[src/rtl/laplacian_3x3_stream.sv]
// 3x3 Laplacian window stage: three row taps in, one filtered pixel per image pixel out.
// Latency: window loads on the accepting edge; dout/valid_out/border_out one edge later.
// Backpressure: in_ready drops for exactly one FLUSH cycle after each line's last column.
//
// Ports:
//   clk, rst_n           rising-edge clock, asynchronous active-low reset
//   valid_in / in_ready  pixel handshake; a pixel is taken when both are high
//   sof, mode            start of frame (column 0, row 0) and kernel select latched on sof
//   din1, din2, din3     row y-1, y, y+1 taps from the line buffer
//   dout, valid_out      filtered pixel and its one-cycle strobe
//   border_out           dout is a border pixel and was forced to zero
module laplacian_3x3_stream #(
  parameter int DATA_W  = 8,
  parameter int IMG_W   = 640,
  parameter int IMG_H   = 480,
  parameter int OUT_ABS = 0
) (
  input  logic              clk,
  input  logic              rst_n,
  input  logic              valid_in,
  input  logic              sof,
  input  logic              mode,
  input  logic [DATA_W-1:0] din1,
  input  logic [DATA_W-1:0] din2,
  input  logic [DATA_W-1:0] din3,
  output logic              in_ready,
  output logic [DATA_W-1:0] dout,
  output logic              valid_out,
  output logic              border_out
);

  localparam int CW = $clog2(IMG_W);
  localparam int RW = $clog2(IMG_H);
  localparam int AW = DATA_W + 5;
  localparam logic [CW-1:0] COL_LAST = CW'(IMG_W - 1);
  localparam logic [RW-1:0] ROW_LAST = RW'(IMG_H - 1);
  localparam logic signed [AW-1:0] PIX_MAX = AW'((2 ** DATA_W) - 1);

  typedef enum logic {S_RUN, S_FLUSH} state_t;

  state_t            r_state;
  state_t            w_state_nxt;
  logic [CW-1:0]     r_col;
  logic [RW-1:0]     r_row;
  logic              r_mode;
  // Index 0/1/2 = rows y-1 / y / y+1; L, C, R = columns x-1, x, x+1.
  logic [DATA_W-1:0] r_l [3];
  logic [DATA_W-1:0] r_c [3];
  logic [DATA_W-1:0] r_r [3];
  logic              r_win_vld;
  logic [CW-1:0]     r_win_x;
  logic [RW-1:0]     r_win_y;

  logic              w_run;
  logic              w_acc;
  logic [CW-1:0]     w_col_eff;
  logic [RW-1:0]     w_row_eff;
  logic              w_first;
  logic              w_last;
  logic signed [AW-1:0] w_sum4;
  logic signed [AW-1:0] w_corner;
  logic signed [AW-1:0] w_lap;
  logic signed [AW-1:0] w_abs;
  logic [DATA_W-1:0] w_pix;
  logic              w_border;

  function automatic logic signed [AW-1:0] ext(input logic [DATA_W-1:0] v);
    return $signed({{(AW - DATA_W){1'b0}}, v});
  endfunction

  assign w_run = (r_state == S_RUN);
  assign w_acc = valid_in && w_run;
  // An accepted sof restarts the frame: this pixel is column 0 of row 0.
  assign w_col_eff = sof ? '0 : r_col;
  assign w_row_eff = sof ? '0 : r_row;
  assign w_first   = (w_col_eff == '0);
  assign w_last    = (w_col_eff == COL_LAST);

  always_ff @(posedge clk or negedge rst_n) begin
    if (!rst_n) r_state <= S_RUN;
    else        r_state <= w_state_nxt;
  end

  always_comb begin
    w_state_nxt = r_state;
    in_ready    = 1'b0;
    case (r_state)
      S_RUN: begin
        in_ready = 1'b1;
        if (w_acc && w_last) w_state_nxt = S_FLUSH;
      end
      S_FLUSH: w_state_nxt = S_RUN;
      default: w_state_nxt = S_RUN;
    endcase
  end

  always_ff @(posedge clk or negedge rst_n) begin
    if (!rst_n) begin
      r_col     <= '0;
      r_row     <= '0;
      r_mode    <= 1'b0;
      r_win_vld <= 1'b0;
      r_win_x   <= '0;
      r_win_y   <= '0;
      for (int i = 0; i < 3; i++) begin
        r_l[i] <= '0;
        r_c[i] <= '0;
        r_r[i] <= '0;
      end
    end else begin
      r_win_vld <= 1'b0;
      if (w_acc) begin
        if (sof) r_mode <= mode;
        for (int i = 0; i < 3; i++) begin
          // Column 0 zero-loads L and C: left padding, and discards any abandoned line.
          r_l[i] <= w_first ? '0 : r_c[i];
          r_c[i] <= w_first ? '0 : r_r[i];
        end
        r_r[0] <= din1;
        r_r[1] <= din2;
        r_r[2] <= din3;
        // The last column holds col; the FLUSH cycle clears it.
        r_col  <= w_last ? w_col_eff : w_col_eff + CW'(1);
        r_row  <= w_row_eff;
        if (!w_first) begin
          r_win_vld <= 1'b1;
          r_win_x   <= w_col_eff - CW'(1);
          r_win_y   <= w_row_eff;
        end
      end else if (r_state == S_FLUSH) begin
        // Shift in zeros on the right to complete the last column's window.
        for (int i = 0; i < 3; i++) begin
          r_l[i] <= r_c[i];
          r_c[i] <= r_r[i];
          r_r[i] <= '0;
        end
        r_col     <= '0;
        r_row     <= (r_row == ROW_LAST) ? '0 : r_row + RW'(1);
        r_win_vld <= 1'b1;
        r_win_x   <= COL_LAST;
        r_win_y   <= r_row;
      end
    end
  end

  assign w_sum4   = ext(r_c[0]) + ext(r_c[2]) + ext(r_l[1]) + ext(r_r[1]);
  assign w_corner = ext(r_l[0]) + ext(r_r[0]) + ext(r_l[2]) + ext(r_r[2]);
  assign w_lap    = r_mode ? (ext(r_c[1]) <<< 3) - (w_sum4 + w_corner)
                           : (ext(r_c[1]) <<< 2) - w_sum4;
  assign w_border = (r_win_x == '0) || (r_win_x == COL_LAST) ||
                    (r_win_y == '0) || (r_win_y == ROW_LAST);

  always_comb begin
    w_abs = (w_lap < 0) ? -w_lap : w_lap;
    w_pix = '0;
    if (OUT_ABS != 0) begin
      if (w_abs > PIX_MAX) w_pix = '1;
      else                 w_pix = w_abs[DATA_W-1:0];
    end else begin
      if (w_lap < 0)            w_pix = '0;
      else if (w_lap > PIX_MAX) w_pix = '1;
      else                      w_pix = w_lap[DATA_W-1:0];
    end
  end

  always_ff @(posedge clk or negedge rst_n) begin
    if (!rst_n) begin
      dout       <= '0;
      valid_out  <= 1'b0;
      border_out <= 1'b0;
    end else begin
      valid_out <= r_win_vld;
      if (r_win_vld) begin
        border_out <= w_border;
        dout       <= w_border ? '0 : w_pix;
      end else begin
        border_out <= 1'b0;
      end
    end
  end

endmodule

[config.mk]
export PLATFORM = sky130hd
export DESIGN_NAME = laplacian_3x3_stream
export DESIGN_NICKNAME = d
export VERILOG_FILES = /design/src/rtl/laplacian_3x3_stream.sv
export SDC_FILE = /design/constraint.sdc
export NUM_CORES = 1
export LEC_CHECK = 0
export CAP_MARGIN = 15
export CORE_MARGIN = 4
export CORE_UTILIZATION = 60
export DETAILED_ROUTE_END_ITERATION = 6
export GPL_ROUTABILITY_DRIVEN = 0
export GPL_TIMING_DRIVEN = 0
export PLACE_DENSITY_LB_ADDON = 0.25
export SYNTH_ARGS = -nofsm -noshare
export SYNTH_HDL_FRONTEND = slang
export SYNTH_SLANG_ARGS = --single-unit
[constraint.sdc]
create_clock -name clk -period 7.4 [get_ports clk]
set_clock_uncertainty 0.05 [all_clocks]
set_input_delay 1.11 -clock clk [delete_from_list [all_inputs] [get_ports clk]]
set_output_delay 1.11 -clock clk [all_outputs]
set_load 0.02 [all_outputs]
Yosys cells after proc, flatten, opt, wreduce, memory -nomap -nowiden
Index checks and enable logic that the tools add are counted.
- register bits: 123
- bits in latches: 0
- bits in writable memories: 0
- memory bits (read-only): 0
- input bits: 29
- logic and storage cells: 87
- memories kept: 0
- add/subtract/negate cells: 12
- multipliers: 0
- div/mod/pow operators: 0
- magnitude comparators: 2
- equality and inequality tests: 5
- shifts and indexed selects: 0
- muxes and demuxes: 37
- bitwise operators: 1
- reduce and logical (&&, ||, !) cells: 11
- operators by type and width (operator ; count):
    $mux 24 ; 6
    $mux 8 ; 9
    $mux 10 ; 7
    $mux 9 ; 7
    $add 10x8->11 ; 2
    $add 9x8->10 ; 2
    $eq 10x10->1 const B ; 2
    $logic_not 10->1 ; 2
    $add 8x8->9 ; 2
    $eq 9x9->1 const B ; 2
    $gt 13x9->1 const B ; 1
    $lt 13x1->1 const B ; 1
    $mux 13 ; 1
    $sub 11x12->13 ; 1
    $add 11x11->12 ; 1
    $sub 10x11->12 ; 1
    $add 10x1->10 const B ; 1
    $sub 10x1->10 const B ; 1
    $add 9x1->9 const B ; 1
    $logic_not 9->1 ; 1
    $mux 1 ; 6
    $reduce_and 2->1 ; 2
    $logic_or 1x1->1 ; 3
    $logic_and 1x1->1 ; 2
    4 further kinds ; 4

Longest topological paths before layout
Gate-level depths: netlist (run 1).
- depth in word-level cells: 10
- mapped depth: 22

Least setup slack after synthesis (run 1)
OpenSTA, ideal clock, no wires.
- path kind: flip-flop to flip-flop
- from: reg r_l[9] (netlist name)
- to: reg dout[0]
- setup time: 0.151 ns
- arrival: 5.645 ns
- required time: 7.199 ns
- setup slack: 1.554 ns
- cell stages (with the launch flop): 23
- period minus slack after synthesis: 5.846 ns
- cells stage by stage: dfrtp_1 inv_1 fa_1 inv_1 fa_1 ha_1 fa_1 a21o_1 a21oi_1 o21bai_1 a21oi_1 xnor2_1 fa_1 fa_1 fa_1 inv_1 ha_1 o21ai_0 nand2b_1 a41oi_1 o32ai_4 a32oi_1 nand3_1
- word-level cells in the longest chain between the ends: 9
- elaborated cells between the ends (all ways): 11
- those cells by class: add/sub (5); order compare (2); mux (4)
- RTL lines (element ; line ; source):
    start: declaration ; 47 ; logic [DATA_W-1:0] r_l [3];
    start signal: indexed assignment ; 116 ; r_l[i] <= w_first ? '0 : r_c[i];
    start signal: indexed assignment ; 133 ; r_l[i] <= r_c[i];
    $add 9x8->10 * ; 146 ; assign w_sum4 = ext(r_c[0]) + ext(r_c[2]) + ext(r_l[1]) + ext(r_r[1]);
    $add 10x8->11 * ; 146 ;
    $add 11x11->12 ; 148 ; assign w_lap = r_mode ? (ext(r_c[1]) <<< 3) - (w_sum4 + w_corner)
    $sub 11x12->13 ; 148 ;
    $mux 13 * ; 148 ;
    $gt 13x9->1 ; 161 ; else if (w_lap > PIX_MAX) w_pix = '1;
    $mux 8 ; 161 ;
    $mux 8 * ; 160 ; if (w_lap < 0) w_pix = '0;
    $mux 8 * ; 175 ; dout <= w_border ? '0 : w_pix;
    end signal: assignment ; 175 ;
    end: declaration ; 27 ; output logic [DATA_W-1:0] dout,
Mark *: on every way between the ends. The rest lies on a longest branch, timed or not.
A chain may end at the register's enable or synchronous reset.

Worst setup path in the final report (run 1)
- from: reg r_c[17] (netlist name)
- to: reg dout[0]
- word-level cells in the longest chain between the ends: 10
- elaborated cells between the ends (all ways): 12
- those cells by class: add/sub (6); order compare (2); mux (4)
- RTL lines (element ; line ; source):
    start: declaration ; 48 ; logic [DATA_W-1:0] r_c [3];
    start signal: indexed assignment ; 117 ; r_c[i] <= w_first ? '0 : r_r[i];
    start signal: indexed assignment ; 134 ; r_c[i] <= r_r[i];
    $add 8x8->9 * ; 146 ;
    $add 9x8->10 * ; 146 ;
    $add 10x8->11 * ; 146 ;
    $add 11x11->12 ; 148 ;
    $sub 11x12->13 ; 148 ;
    $mux 13 * ; 148 ;
    $gt 13x9->1 ; 161 ;
    $mux 8 ; 161 ;
    $mux 8 * ; 160 ;
    $mux 8 * ; 175 ;
Marks and branches as above.

==> results of run 1 <==
## sequential cells by signal (all words and copies together) (netlist names)
signal and cells:
valid_out 1, r_state 1, r_win_vld 1, r_win_y 9
border_out 1, r_l 24, r_c 24, r_win_x 10
r_mode 1, dout 8, r_col 10, r_row 9
r_r 24
## worst max path at each step
stage,from,endpoint,slack [ns],depth (start not counted)
3_3_place_gp,rst_n,r_win_y[7]$_DFFE_PN0P_,0.48,1
2_1_floorplan,r_l[9]$_DFFE_PN0P_,dout[0]$_DFFE_PN0P_,1.55,22
4_1_cts,r_c[17]$_DFFE_PN0P_,dout[2]$_DFFE_PN0P_,0.99,22
6_report,r_c[17]$_DFFE_PN0P_,dout[0]$_DFFE_PN0P_,0.93,22
5_1_grt,r_c[1]$_DFFE_PN0P_,dout[2]$_DFFE_PN0P_,0.57,22
3_5_place_dp,r_c[1]$_DFFE_PN0P_,dout[2]$_DFFE_PN0P_,1.06,22
## cell type report
cell class	count	share of cell area, %
timing repair buffer	40	4.63
inverter	120	4.98
multi-input combinational	500	45.6
clock buffer	19	4.89
buffer	36	1.66
tap	172	2.38
sequential	123	34.0
clock inverter	13	1.81
## worst max-delay path, delay by kind of cell (launching register included)
kind | cells | cell delay [ns]
fa+ha+maj | 8 | 3.26
compound gates | 6 | 1.49
simple gates | 3 | 0.60
flops | 1 | 0.43
xor+xnor | 2 | 0.27
buf+inv | 3 | 0.20
## layer usage
layer	vias to the layer above	track usage (%)
met5	-	0
met4	0	10.0
met3	42	5.85
met2	207	49.2
met1	3039	35.0
li1	2795	-
## logic make-up (layout without fill, tap and decap cells)
family,after synthesis,in the layout,share of synthesized area [%]
AO/OA/AOI/OAI,176,176,16.6
flip-flops,123,123,39.4
XOR/XNOR,23,23,2.58
adder cells (fa/ha/maj),84,84,17.9
buffers and inverters,156,228,7.69
multiplexers,35,35,4.55
AND/OR/NAND/NOR,182,182,11.3
## per-stage QoR
| step | utilization (%) | setup WS, ns | cells |
|---|---|---|---|
| 2_1_floorplan | - | 1.55 | 779 |
| 3_3_place_gp | 66.4 | 0.483 | 990 |
| 3_5_place_dp | 66.6 | 1.06 | 991 |
| 4_1_cts | 71.4 | 0.992 | 1023 |
| 5_1_grt | 71.4 | 0.566 | 1023 |
| 6_report | 71.4 | 0.929 | 1023 |
## synthesized netlist by cell type (3+ instances only)
cell type | n | share of area (%)
sky130_fd_sc_hd__a211oi_1 | 4 | 0.38
sky130_fd_sc_hd__a21o_1 | 8 | 0.77
sky130_fd_sc_hd__a21oi_1 | 29 | 1.9
sky130_fd_sc_hd__a22o_1 | 51 | 5.7
sky130_fd_sc_hd__a31oi_1 | 4 | 0.32
sky130_fd_sc_hd__a32oi_1 | 7 | 0.79
sky130_fd_sc_hd__and2_1 | 3 | 0.24
sky130_fd_sc_hd__and3_1 | 5 | 0.40
sky130_fd_sc_hd__buf_1 | 3 | 0.14
sky130_fd_sc_hd__buf_2 | 5 | 0.32
sky130_fd_sc_hd__clkbuf_1 | 26 | 1.2
sky130_fd_sc_hd__dfrtp_1 | 123 | 39
sky130_fd_sc_hd__fa_1 | 46 | 12
sky130_fd_sc_hd__ha_1 | 38 | 6.1
sky130_fd_sc_hd__inv_1 | 118 | 5.7
sky130_fd_sc_hd__mux2_2 | 4 | 0.58
sky130_fd_sc_hd__mux2i_1 | 31 | 4.0
sky130_fd_sc_hd__nand2_1 | 35 | 1.7
sky130_fd_sc_hd__nand2b_1 | 9 | 0.72
sky130_fd_sc_hd__nand3_1 | 33 | 2.1
sky130_fd_sc_hd__nand4_1 | 11 | 0.88
sky130_fd_sc_hd__nor2_1 | 56 | 2.7
sky130_fd_sc_hd__nor2b_1 | 4 | 0.32
sky130_fd_sc_hd__nor3_1 | 10 | 0.64
sky130_fd_sc_hd__nor4_1 | 6 | 0.48
sky130_fd_sc_hd__o2111ai_1 | 3 | 0.34
sky130_fd_sc_hd__o211ai_1 | 3 | 0.29
sky130_fd_sc_hd__o21ai_0 | 36 | 2.3
sky130_fd_sc_hd__o21bai_1 | 6 | 0.58
sky130_fd_sc_hd__o22ai_1 | 3 | 0.24
sky130_fd_sc_hd__xnor2_1 | 18 | 2.0
sky130_fd_sc_hd__xor2_1 | 5 | 0.56
## power groups by stage
stage          Sequential, mW  Clock (mW)  Combinational (mW)
2_1_floorplan           0.798           0                2.70
3_3_place_gp            0.815           0                3.25
3_5_place_dp            0.819           0                3.38
4_1_cts                 0.810       0.874                3.43
5_1_grt                 0.819       0.907                3.91
6_report                0.812       0.866                3.43
==> PnR_summary.wiki, run 1 <==
{| class="wikitable"
! Metric !! Value
|-
| Total internal power || around 2.8 mW
|-
| CTS clock-pin slew for the worst setup and hold paths || 0.06 ns
|-
| Sequential fraction of design power || between 15 and 20%
|-
| Total standard cell area after synthesis || 7810 um2
|-
| Total Die Area || between 10000 and 15000 um2
|-
| Top layer reached by signal wires || met4
|-
| Peak supply drop || 582 uV
|-
| Final sum of negative setup slack || 0 ns
|-
| Destination of the worst hold path || valid_out$_DFF_PN0_
|-
| Routed length on met1 || just under 8000 um
|-
| Area of the multi-input gates || around 4100 um2
|-
| FF+latch count, synth || about 120
|-
| Worst-Margin Slew || just over 0.9 ns
|-
| Critical Path Most Common Cell || sky130_fd_sc_hd__fa_1
|-
| Final design area excluding fillers || 9050 um2
|-
| Average via count per standard cell || between 5 and 6
|-
| Max stage delay cell, worst path || sky130_fd_sc_hd__o311ai_2
|-
| Detailed Place HPWL || between 10000 and 15000 um
|-
| Reg-to-reg startpoint || r_c[17]$_DFFE_PN0P_
|-
| GRT Resource Usage Total || 28.3%
|-
| CTS H-tree lvls || 4
|-
| Layout net count || approximately 950
|-
| Share of synthesized registers carrying an async set or reset || between 90% and 100%
|-
| IO Pins || 40
|-
| CP cell instances || inv_1 > fa_1 > inv_1 > fa_1 > ha_1 > fa_1 > a21o_1 > a21oi_1 > o21bai_1 > a21oi_1 > xnor2_1 > fa_1 > fa_1 > fa_1 > inv_1 > ha_1 > nor4_1 > o21ai_0 > nand3_1 > xnor2_1 > o311ai_2 > nand3_1
|-
| Run status || finished with violations
|-
| Iteration count of the initial detailed-routing pass || 7
|-
| Arr. time, crit path || around 6.7 ns
|-
| Period utilisation layout || 87.4%
|-
| Ys Warns || 0
|-
| Hold Path Class || flip-flop to flip-flop
|-
| Average wire per standard cell || approximately 19 um
|-
| Wire length of the first global-routing pass || about 32000 um
|-
| Number of global-route vias before repair || between 6000 and 7000
|-
| Largest net degree at the start of global routing || just under 70
|-
| Proportion of synthesized chip area in sequential cells || roughly two fifths
|-
| Remaining antenna violation count after routing || 0
|-
| EDFF count, synth || 0
|-
| Number of cell rows || around 40
|-
| Highest-count cells in the layout ignoring fill and taps || 123 x sky130_fd_sc_hd__dfrtp_1, 118 x sky130_fd_sc_hd__inv_1, 56 x sky130_fd_sc_hd__nor2_1
|-
| Detailed route wirelength on metal3 || just over 900 um
|-
| Post-CTS Resized || 0
|-
| Post-detailed-route DRC marker count || 7
|-
| Count of final max-slew check failures || 0
|-
| Height of the chip || ~120 um
|-
| Class of the most critical setup path || flip-flop to flip-flop
|-
| Final setup fails || 0
|-
| Peak per-stage delay on the critical path || around 0.56 ns
|-
| Worst hold slack across all endpoints || ~0.36 ns
|-
| Most common cell after layout, fill and taps aside || sky130_fd_sc_hd__dfrtp_1
|-
| Reg-to-reg slack, setup || slightly above 0.9 ns
|-
| Fill count || roughly 940
|-
| Hold Startpoint || r_win_vld$_DFF_PN0_
|-
| Buffers added on ports || 39
|-
| Starting DRC count in detailed routing || between 400 and 500
|-
| Area growth syn-to-layout || 15.9%
|-
| Power spent charging and discharging nets || 2.31 mW
|-
| Shortest clock period the worst path allows after layout || around 6.5 ns
|-
| Master cell of the clock root buffer || sky130_fd_sc_hd__clkbuf_16
|-
| Instance area at placement || roughly 8400 um2
|-
| Post-CTS Hold Fix Bufs || 0
|-
| Layout cells sized above 1 || 6.35%
|-
| Antenna violations before repair || 0
|-
| Total chip power || between 5 and 6 mW
|-
| Post-CTS setup buffer count || 0
|-
| Routed wire length on met2 || roughly 9900 um
|-
| Failing checks || design-rule violations
|-
| Antenna diode instance count || 0
|-
| Pwr per Cell Area || around 560 nW/um2
|-
| Worst-case clock buffer depth || 2
|-
| Post-Syn Nets || 892
|-
| Max-cap violations || 0
|-
| Critical path fanouts, max || 8
|-
| Area occupied by registers || ~3100 um2
|-
| Core region area || about 13000 um2
|-
| Number of cell instances on the worst register-to-register path || 22
|-
| Slew Limit Headroom || 38.8%
|-
| Post-synth cell types || 63
|-
| TritonCTS clock tree || yes
|-
| Number of vias in the routed layout || 6083
|-
| Die Wd || about 120 um
|-
| Final Hold Violating Endpoints || 0
|-
| Power share of the combinational group || 67.1%
|-
| Number of sinks handled by clock tree synthesis || ~120
|-
| Critical R2R Capture || dout[0]$_DFFE_PN0P_
|-
| Primary FF master, synth || sky130_fd_sc_hd__dfrtp_1
|-
| Type of element launching the critical path || flip-flop
|-
| Final wirelength || ~19000 um
|-
| Clock power share || 17.0%
|-
| Number of buffers created by CTS || 17
|-
| Syn Inst Count || 779
|-
| Later-pin clock latency in the skew report || 0.42 ns
|-
| Leakage dissipation || between 4 and 5 nW
|-
| Synthesized area divided by synthesized cell count || approximately 10 um2
|-
| Starting Density || slightly above 60%
|-
| Critical path required time || 7.62 ns
|-
| Proportion of total power due to net switching || between 40% and 50%
|-
| CP Capture Type || flip-flop
|-
| Cell depth of the worst hold path || 0
|-
| Peak clock frequency supported by timing || about 150 MHz
|-
| Overflow left after global routing || 0
|-
| Unrepaired setup endpoints after global routing || no
|}
(Power assumes the default switching activity.)
==> inputs of run 2 (changes only) <==
- ABC_AREA: default -> 0
- HOLD_SLACK_MARGIN: default -> 0.15
- SLEW_MARGIN: default -> 25
==> PnR_summary.wiki, run 2 (synthesized netlist as in run 1, its figures left out) <==
{| class="wikitable"
! Metric !! Value
|-
| Unrepaired setup endpoints after global routing || no (unchanged)
|-
| Number of global-route vias before repair || 6241 (was 6328)
|-
| Post-detailed-route DRC marker count || 0 (was 7)
|-
| Post-CTS Hold Fix Bufs || 0 (unchanged)
|-
| Iteration count of the initial detailed-routing pass || 5 (was 7)
|-
| Peak clock frequency supported by timing || 157 MHz (was 155 MHz)
|-
| Share of the core filled with cells in the final layout || 71.1% (was 71.4%)
|-
| GRT Resource Usage Total || 27.4% (was 28.3%)
|-
| Final wirelength || 18800 um (was 19200 um)
|-
| TritonCTS clock tree || yes (unchanged)
|-
| Buffers added on ports || 39 (unchanged)
|-
| Area occupied by registers || 3080 um2 (unchanged)
|-
| Critical path required time || 7.61 ns (was 7.62 ns)
|-
| Antenna diode instance count || 0 (unchanged)
|-
| Starting Density || 61.6% (unchanged)
|-
| Final sum of negative setup slack || 0 ns (unchanged)
|-
| Largest net degree at the start of global routing || 68 (unchanged)
|-
| Run status || completed (was finished with violations)
|-
| Antenna violations before repair || 0 (unchanged)
|-
| Sequential fraction of design power || 16.1% (was 15.9%)
|-
| Later-pin clock latency in the skew report || 0.42 ns (about the same)
|-
| Power share of the combinational group || 67.9% (was 67.1%)
|-
| Layout cells sized above 1 || 6.35% (unchanged)
|-
| Hold Path Class || flip-flop to flip-flop (unchanged)
|-
| Reg-to-reg startpoint || r_c[1]$_DFFE_PN0P_ (was r_c[17]$_DFFE_PN0P_)
|-
| Post-CTS setup buffer count || 0 (unchanged)
|-
| Overflow left after global routing || 0 (unchanged)
|-
| Proportion of total power due to net switching || 45.7% (was 45.3%)
|-
| Average via count per standard cell || 5.90 (was 5.95)
|-
| Worst-case clock buffer depth || 2 (unchanged)
|-
| Max-cap violations || 0 (unchanged)
|-
| Area of the multi-input gates || 4130 um2 (unchanged)
|-
| Critical path fanouts, max || 8 (unchanged)
|-
| Number of vias in the routed layout || 6035 (was 6083)
|-
| Total internal power || 2.73 mW (was 2.79 mW)
|-
| CTS H-tree lvls || 4 (unchanged)
|-
| Most common cell after layout, fill and taps aside || sky130_fd_sc_hd__dfrtp_1 (unchanged)
|-
| Average wire per standard cell || 18.4 um (was 18.8 um)
|-
| Layout net count || 951 (unchanged)
|-
| Starting DRC count in detailed routing || 429 (was 475)
|-
| Type of element launching the critical path || flip-flop (unchanged)
|-
| Number of cell rows || 41 (unchanged)
|-
| Fill count || 934 (was 941)
|-
| Remaining antenna violation count after routing || 0 (unchanged)
|-
| Peak supply drop || 593 uV (was 582 uV)
|-
| Arr. time, crit path || 6.59 ns (was 6.69 ns)
|-
| Die Wd || 122 um (unchanged)
|-
| Core region area || 12700 um2 (unchanged)
|-
| Routed wire length on met2 || 9840 um (was 9880 um)
|-
| Count of final max-slew check failures || 0 (unchanged)
|-
| Highest-count cells in the layout ignoring fill and taps || 123 x sky130_fd_sc_hd__dfrtp_1, 118 x sky130_fd_sc_hd__inv_1, 56 x sky130_fd_sc_hd__nor2_1 (unchanged)
|-
| IO Pins || 40 (unchanged)
|-
| Area growth syn-to-layout || 15.5% (was 15.9%)
|-
| Leakage dissipation || 4.38 nW (was 4.41 nW)
|-
| Worst-Margin Slew || 0.943 ns (was 0.919 ns)
|-
| Class of the most critical setup path || flip-flop to flip-flop (unchanged)
|-
| Pwr per Cell Area || 558 nW/um2 (was 564 nW/um2)
|-
| Power spent charging and discharging nets || 2.30 mW (was 2.31 mW)
|-
| Largest registers || r_c (24), r_l (24), r_r (24) (unchanged)
|-
| Detailed Place HPWL || 13700 um (about the same)
|-
| Period utilisation layout || 86.3% (was 87.4%)
|-
| Clock power share || 16.0% (was 17.0%)
|-
| Detailed route wirelength on metal3 || 984 um (was 923 um)
|-
| Master cell of the clock root buffer || sky130_fd_sc_hd__clkbuf_16 (unchanged)
|-
| Slew Limit Headroom || 37.2% (was 38.8%)
|-
| Height of the chip || 122 um (unchanged)
|-
| Post-CTS Resized || 0 (unchanged)
|-
| Total Die Area || 14900 um2 (unchanged)
|-
| CTS clock-pin slew for the worst setup and hold paths || 0.06 ns (about the same)
|-
| Wire length of the first global-routing pass || 31300 um (was 32100 um)
|-
| CP Capture Type || flip-flop (unchanged)
|-
| Number of sinks handled by clock tree synthesis || 123 (unchanged)
|-
| Top layer reached by signal wires || met4 (unchanged)
|-
| Number of buffers created by CTS || 17 (unchanged)
|-
| Source of the critical timing path || r_c[1]$_DFFE_PN0P_ (was r_c[17]$_DFFE_PN0P_)
|-
| Shortest clock period the worst path allows after layout || 6.39 ns (was 6.47 ns)
|-
| Final setup fails || 0 (unchanged)
|-
| Final Hold Violating Endpoints || 0 (unchanged)
|-
| Routed length on met1 || 7640 um (was 7890 um)
|-
| Hold Startpoint || r_win_vld$_DFF_PN0_ (unchanged)
|}
[run 2: power groups by stage]
stage               Sequential, mW  Clock, mW  Combinational (mW)
floorplan                    0.798          0                2.70
global placement             0.815          0                3.25
detailed placement           0.819          0                3.37
CTS                          0.808      0.812                3.42
global route                 0.818      0.842                3.90
finish                       0.810      0.803                3.42
[run 2: area by class of cell]
type,instances,share of cell area (%)
buffer,36,1.67
clock buffer,20,5.07
clock inverter,12,1.25
inverter,120,5.00
multi-input combinational,500,45.8
sequential,123,34.1
tap,172,2.39
timing repair buffer,40,4.69
[run 2: critical path: stages, from the launching register on]
cell	delay, ns
sky130_fd_sc_hd__dfrtp_1	0.39
sky130_fd_sc_hd__inv_1	0.08
sky130_fd_sc_hd__fa_1	0.51
sky130_fd_sc_hd__inv_1	0.05
sky130_fd_sc_hd__fa_1	0.45
sky130_fd_sc_hd__ha_1	0.25
sky130_fd_sc_hd__fa_1	0.41
sky130_fd_sc_hd__a21o_1	0.18
sky130_fd_sc_hd__a21oi_1	0.22
sky130_fd_sc_hd__o21bai_1	0.13
sky130_fd_sc_hd__a21oi_1	0.25
sky130_fd_sc_hd__xnor2_1	0.20
sky130_fd_sc_hd__fa_1	0.47
sky130_fd_sc_hd__fa_1	0.40
sky130_fd_sc_hd__fa_1	0.53
sky130_fd_sc_hd__inv_1	0.05
sky130_fd_sc_hd__ha_1	0.33
sky130_fd_sc_hd__o21ai_0	0.16
sky130_fd_sc_hd__nand2b_1	0.09
sky130_fd_sc_hd__nor3b_1	0.20
sky130_fd_sc_hd__a21oi_1	0.08
sky130_fd_sc_hd__o311ai_2	0.59
sky130_fd_sc_hd__nand3_1	0.16
[run 2: routing by layer]
metal  global-route usage (%)  vias up
met5                        0        -
met4                     9.38        0
met3                     6.04       30
met2                     47.9      181
met1                     33.7     3029
li1                         -     2795
[run 2: final timing paths]
kind,slack [ns],to,depth (start not counted)
max in group asynchronous,6.07,border_out$_DFF_PN0_,2
setup / recovery,1.01,dout[0]$_DFFE_PN0P_,22
hold / removal,0.36,valid_out$_DFF_PN0_,0
min in group asynchronous,0.57,r_c[20]$_DFFE_PN0P_,1
hold reg to reg,0.36,valid_out$_DFF_PN0_,0
setup reg to reg,1.01,dout[0]$_DFFE_PN0P_,22
[run 2: per-stage QoR]
| stage | hold slack (ns) | cells | instance area (um2) | setup WS, ns | total power, mW |
|---|---|---|---|---|---|
| 6_report | 0.364 | 1023 | 9010 | 1.01 | 5.03 |
| 4_1_cts | 0.361 | 1023 | 9010 | 1.04 | 5.04 |
| 5_1_grt | 0.366 | 1023 | 9010 | 0.626 | 5.56 |
| 3_3_place_gp | 0.348 | 990 | 8410 | 0.483 | 4.07 |
| 2_1_floorplan | 0.331 | 779 | 7810 | 1.55 | 3.50 |
| 3_5_place_dp | 0.347 | 991 | 8450 | 1.06 | 4.19 |
==> inputs of run 3 (changes only) <==
- SLEW_MARGIN: 25 -> default
==> results of run 3 <==
No change in the layout: final DEF, timing and power equal those of run 1.
